$ cat src/rtl/led_step_ctrl_pkg.sv
// led_step_ctrl_pkg: shared state encoding and default parameters for the LED step controller.
package led_step_ctrl_pkg;
   typedef enum logic [1:0] {
      PAUSED = 2'd0,
      RUN    = 2'd1,
      STEP   = 2'd2
   } step_state_t;
   localparam int DIV_DEFAULT        = 4194304;
   localparam int DEB_CYCLES_DEFAULT = 65536;
   localparam int COUNT_W_DEFAULT    = 5;
endpackage

$ cat src/rtl/btn_debounce.sv
// btn_debounce: 2-FF synchronizer, optional debouncer and rising-edge press pulse.
// Debouncer present only when LED_STEP_CTRL_DEBOUNCE_EN is defined.
module btn_debounce
   import led_step_ctrl_pkg::*;
#(
   parameter int DEB_CYCLES = DEB_CYCLES_DEFAULT
) (
   input  logic clk,
   input  logic rst,
   input  logic btn,
   output logic press
);
   logic [1:0] sync_q, sync_d;
   logic       prev_q, prev_d;
   logic       deb;
`ifdef LED_STEP_CTRL_DEBOUNCE_EN
   localparam int CW = $clog2(DEB_CYCLES + 1);
   logic [CW-1:0] cnt_q, cnt_d;
   logic          deb_q, deb_d;
   logic          done;
   always_comb begin
      done  = cnt_q == CW'(DEB_CYCLES - 1);
      deb_d = (sync_q[1] != deb_q && done) ? sync_q[1] : deb_q;
      cnt_d = (sync_q[1] == deb_q || done) ? '0 : cnt_q + 1'b1;
   end
   always_ff @(posedge clk) begin
      if (rst) begin
         cnt_q <= '0;
         deb_q <= 1'b0;
      end else begin
         cnt_q <= cnt_d;
         deb_q <= deb_d;
      end
   end
   assign deb = deb_q;
`else
   logic unused_deb;
   assign unused_deb = ^DEB_CYCLES;
   assign deb = sync_q[1];
`endif
   always_comb begin
      sync_d = {sync_q[0], btn};
      prev_d = deb;
   end
   always_ff @(posedge clk) begin
      if (rst) begin
         sync_q <= '0;
         prev_q <= 1'b0;
      end else begin
         sync_q <= sync_d;
         prev_q <= prev_d;
      end
   end
   assign press = deb & ~prev_q;
endmodule

$ cat src/rtl/led_step_ctrl.sv
// led_step_ctrl: run/pause/single-step sequencer driving a clock-enabled LED counter.
// Debouncing of both buttons is enabled by defining LED_STEP_CTRL_DEBOUNCE_EN.
module led_step_ctrl
   import led_step_ctrl_pkg::*;
#(
   parameter int DIV        = DIV_DEFAULT,
   parameter int DEB_CYCLES = DEB_CYCLES_DEFAULT,
   parameter int COUNT_W    = COUNT_W_DEFAULT
) (
   input  logic               CLK,
   input  logic               RST,
   input  logic               BTN_RUN,
   input  logic               BTN_STEP,
   output logic               TICK,
   output logic [COUNT_W-1:0] COUNT,
   output logic               RUNNING
);
   localparam int PW = $clog2(DIV);
   step_state_t        state_q, state_d;
   logic [PW-1:0]      pre_q, pre_d;
   logic [COUNT_W-1:0] count_q, count_d;
   logic               run_press, step_press, wrap;
   btn_debounce #(.DEB_CYCLES(DEB_CYCLES)) u_run (
      .clk(CLK), .rst(RST), .btn(BTN_RUN), .press(run_press)
   );
   btn_debounce #(.DEB_CYCLES(DEB_CYCLES)) u_step (
      .clk(CLK), .rst(RST), .btn(BTN_STEP), .press(step_press)
   );
   // Run beats step when both presses land together; STEP always lasts one cycle.
   always_comb begin
      wrap    = pre_q == PW'(DIV - 1);
      state_d = (state_q == PAUSED) ? (run_press ? RUN : step_press ? STEP : PAUSED) :
                (state_q == RUN)    ? (run_press ? PAUSED : RUN) : PAUSED;
      pre_d   = (state_q == PAUSED && run_press) ? '0 :
                (state_q == RUN) ? (wrap ? '0 : pre_q + 1'b1) : pre_q;
      TICK    = (state_q == STEP) || (state_q == RUN && wrap);
      count_d = count_q + COUNT_W'(TICK);
   end
   always_ff @(posedge CLK) begin
      if (RST) begin
         state_q <= PAUSED;
         pre_q   <= '0;
         count_q <= '0;
      end else begin
         state_q <= state_d;
         pre_q   <= pre_d;
         count_q <= count_d;
      end
   end
   assign COUNT   = count_q;
   assign RUNNING = state_q == RUN;
endmodule

$ cat config.mk
export PLATFORM = sky130hd
export DESIGN_NAME = led_step_ctrl
export DESIGN_NICKNAME = d
export VERILOG_FILES = /design/src/rtl/led_step_ctrl_pkg.sv /design/src/rtl/btn_debounce.sv /design/src/rtl/led_step_ctrl.sv
export SDC_FILE = /design/constraint.sdc
export NUM_CORES = 1
export LEC_CHECK = 0
export ABC_AREA = 0
export CAP_MARGIN = 10
export CORE_UTILIZATION = 55
export CTS_BUF_LIST = sky130_fd_sc_hd__clkbuf_4 sky130_fd_sc_hd__clkbuf_8 sky130_fd_sc_hd__clkbuf_16
export DETAILED_ROUTE_END_ITERATION = 12
export PLACE_DENSITY = 0.75
export SKIP_CTS_REPAIR_TIMING = 1
export SLEW_MARGIN = 15
export SYNTH_ARGS = -nofsm -noshare
export SYNTH_HDL_FRONTEND = slang
export SYNTH_SLANG_ARGS = --single-unit
export TNS_END_PERCENT = 20
$ cat constraint.sdc
create_clock -name CLK -period 2.6 [get_ports CLK]
set_input_delay 0.52 -clock CLK [delete_from_list [all_inputs] [get_ports CLK]]
set_output_delay 0.52 -clock CLK [all_outputs]
set_load 0.01 [all_outputs]
==> flow_summary.json <==
{
  "drv_cap": 0,
  "grt_usage": 0.231,
  "synth-edff-count": 0,
  "drtPass1Iterations": 4,
  "hold_violations": 0,
  "wl_met1_um": 1330,
  "cp-start-kind": "register",
  "first_iter_violations": 13,
  "io_pins": 11,
  "min_delay_path_depth": 1,
  "hp-start": "u_step.prev_q",
  "setup_viol": 0,
  "cts_made_buffers": 5,
  "yosysSeqAreaShare": 0.461,
  "postSynth.asyncResetShare": 0,
  "layout_worst_path_cycle_share": 0.937,
  "cts_tree": "yes",
  "ys_top_cells_by_area": "dfxtp_1 (46%), xor2_1 (5.2%), nor2_1 (3.9%)",
  "antenna_left": 0,
  "ir_drop_uv": 537,
  "start_util": 0.598,
  "crit_path_cell_trace": "ha_1, nand3_1, or3_4, o32ai_2, dlymetal6s2s_1",
  "crit_slowest_cell": "dfxtp_1",
  "antenna_found_initial": 0,
  "ys_types": 36,
  "fin_hold_ws_ps": 407,
  "path_clk_slew_ps": 120,
  "fp.coreArea_um2": 2540,
  "worst_pin_slew_ps": 471,
  "yosysMostFrequentCell": "dfxtp_1",
  "fin_setup_tns_ps": 0,
  "worstHoldPathType": "register to register",
  "grt_pass1_vias": 1144,
  "synthTopCellsByCount": "dfxtp_1 (35), nor2_1 (16), nand3_1 (11)",
  "finalMaxSlewViolations": 0,
  "netlist_instances": 162,
  "clockBufferDepth": 2,
  "status": "finished clean",
  "synth_top_area_frac": 0.461,
  "routed.top_layer": "met4",
  "met2_length_um": 1340,
  "routed_wl_um": 2800,
  "grt_pass1_wl_um": 4780,
  "synth_top_area_cell": "dfxtp_1",
  "power.leakage_nw": 0.630,
  "rows": 18,
  "p_per_area_nw_per_um2": 559,
  "avgSynthCellArea_um2": 9.39,
  "dieArea_um2": 2980,
  "worstSkewPairLatency_ps": 350,
  "h-tree-depth": 2,
  "diodes": 0,
  "cts_sinks": 35,
  "fin_skew_ps": 12.3,
  "syn-num-nets": 169,
  "vias": 1195,
  "place_hpwl_um": 1990,
  "finalInstanceArea_um2": 1760,
  "required_ps": 2080,
  "avgRoutedWirePerCell_um": 13.3,
  "reg2reg_slack_ps": 470,
  "rr_startpoint": "pre_q[0]",
  "yosysWarnings": 0,
  "hold_end": "state_q[1]",
  "clockRootBuffer": "clkbuf_4",
  "max_stage_delay_ps": 390,
  "crit_type": "register to output port",
  "fp.dieH_um": 54.6,
  "drc": 0,
  "ys_ff_latch": 35,
  "seq_area_um2": 701,
  "cp_max_fo": 4,
  "timing.fmax_ghz": 0.410,
  "grt_max_degree": 20,
  "nets": 186,
  "drive_gt1_frac": 0.133,
  "die_x_um": 54.6,
  "overflow": 0,
  "final_core_util": 0.693,
  "area_delta_synth_final_pct": 16.0,
  "rsz0062_at_grt": "false",
  "wl_met3_um": 91,
  "gp_congestion": 0.747,
  "n_fill_cell": 207,
  "vias_per_cell": 5.69,
  "cp.arrival_ps": 1920,
  "critPathCaptureType": "output port",
  "placed_cell_area_um2": 1670,
  "multi_input_area_um2": 771,
  "reg2reg_depth": 9,
  "period_minus_slack_ps": 2440,
  "r2r_end": "COUNT[4]",
  "syn_area_um2": 1520,
  "max_slew_margin": 0.686,
  "synth_ff_type": "dfxtp_1",
  "portBuffers": 10
}
## critical path, delay by kind of cell, from the launching register on
family / cells / cell delay (ps)
AO/OA/AOI/OAI: 1 / 300
flip-flops: 1 / 390
buffers and inverters: 1 / 200
AND/OR/NAND/NOR: 2 / 490
adder cells (fa/ha/maj): 1 / 180
## routing by layer
| layer | global-route usage | up-vias |
|---|---|---|
| met5 | 0 | - |
| met4 | 0.0897 | 0 |
| met3 | 0.0861 | 5 |
| met2 | 0.390 | 19 |
| met1 | 0.260 | 565 |
| li1 | - | 606 |
## cells in the final DEF, fill, tap and decap left out, drive strengths merged, types with 5 or more instances in the layout
cell type,count
dfxtp,35
nor2,16
nand3,11
nor2b,9
xor2,9
clkdlybuf4s50,9
a21oi,9
nand2,8
buf,8
xnor2,6
clkbuf,5
o31ai,5
or4,5
or3,5
## state kept, by name (all words and copies together), names as in the netlist
register	flops
u_run.sync_q	2
COUNT	5
u_step.prev_q	1
state_q	2
u_step.sync_q	2
pre_q	22
u_run.prev_q	1
## cell families after synthesis
group | Yosys count | synth area share
AOI/OAI and AO/OA | 23 | 0.108
xor gates and xnor gates | 15 | 0.0864
adders and majority gates | 3 | 0.0247
buffers and inverters | 11 | 0.0378
DFF | 35 | 0.461
and+or+nand+nor | 75 | 0.283
## area by class of cell
cell class	instances	area share
Sequential cell	35	0.397
Multi-Input combinational cell	116	0.437
Inverter	3	0.00638
Tap cell	30	0.0213
Clock buffer	5	0.0213
Clock inverter	3	0.0248
Timing Repair Buffer	18	0.0922
## per-stage QoR
step / std cells / worst slack (ps) / total power [mW]
CTS: 210 / -341 / 0.992
global route: 210 / 27.9 / 1.01
finish: 210 / 164 / 0.986
floorplan: 162 / 108 / 0.583
detailed placement: 202 / 58.0 / 0.599
global placement: 202 / 99.9 / 0.597
## power by group
| part | total [mW] | switching, mW | internal (mW) | leakage [nW] |
|---|---|---|---|---|
| sequential | 0.547 | 0.00428 | 0.543 | 0.283 |
| combinational | 0.0399 | 0.0203 | 0.0196 | 0.302 |
| clock | 0.399 | 0.196 | 0.202 | 0.0452 |
| total | 0.986 | 0.221 | 0.765 | 0.630 |
## worst max-delay path by stage
stage / depth (start not counted) / start / to
finish: 5 / pre_q[0] / TICK
global route: 5 / pre_q[0] / TICK
CTS: 5 / pre_q[0] / TICK
detailed placement: 5 / pre_q[0] / TICK
global placement: 5 / pre_q[0] / TICK
floorplan: 10 / pre_q[0] / COUNT[4]
Note: power is estimated with default switching activity, not from simulation.
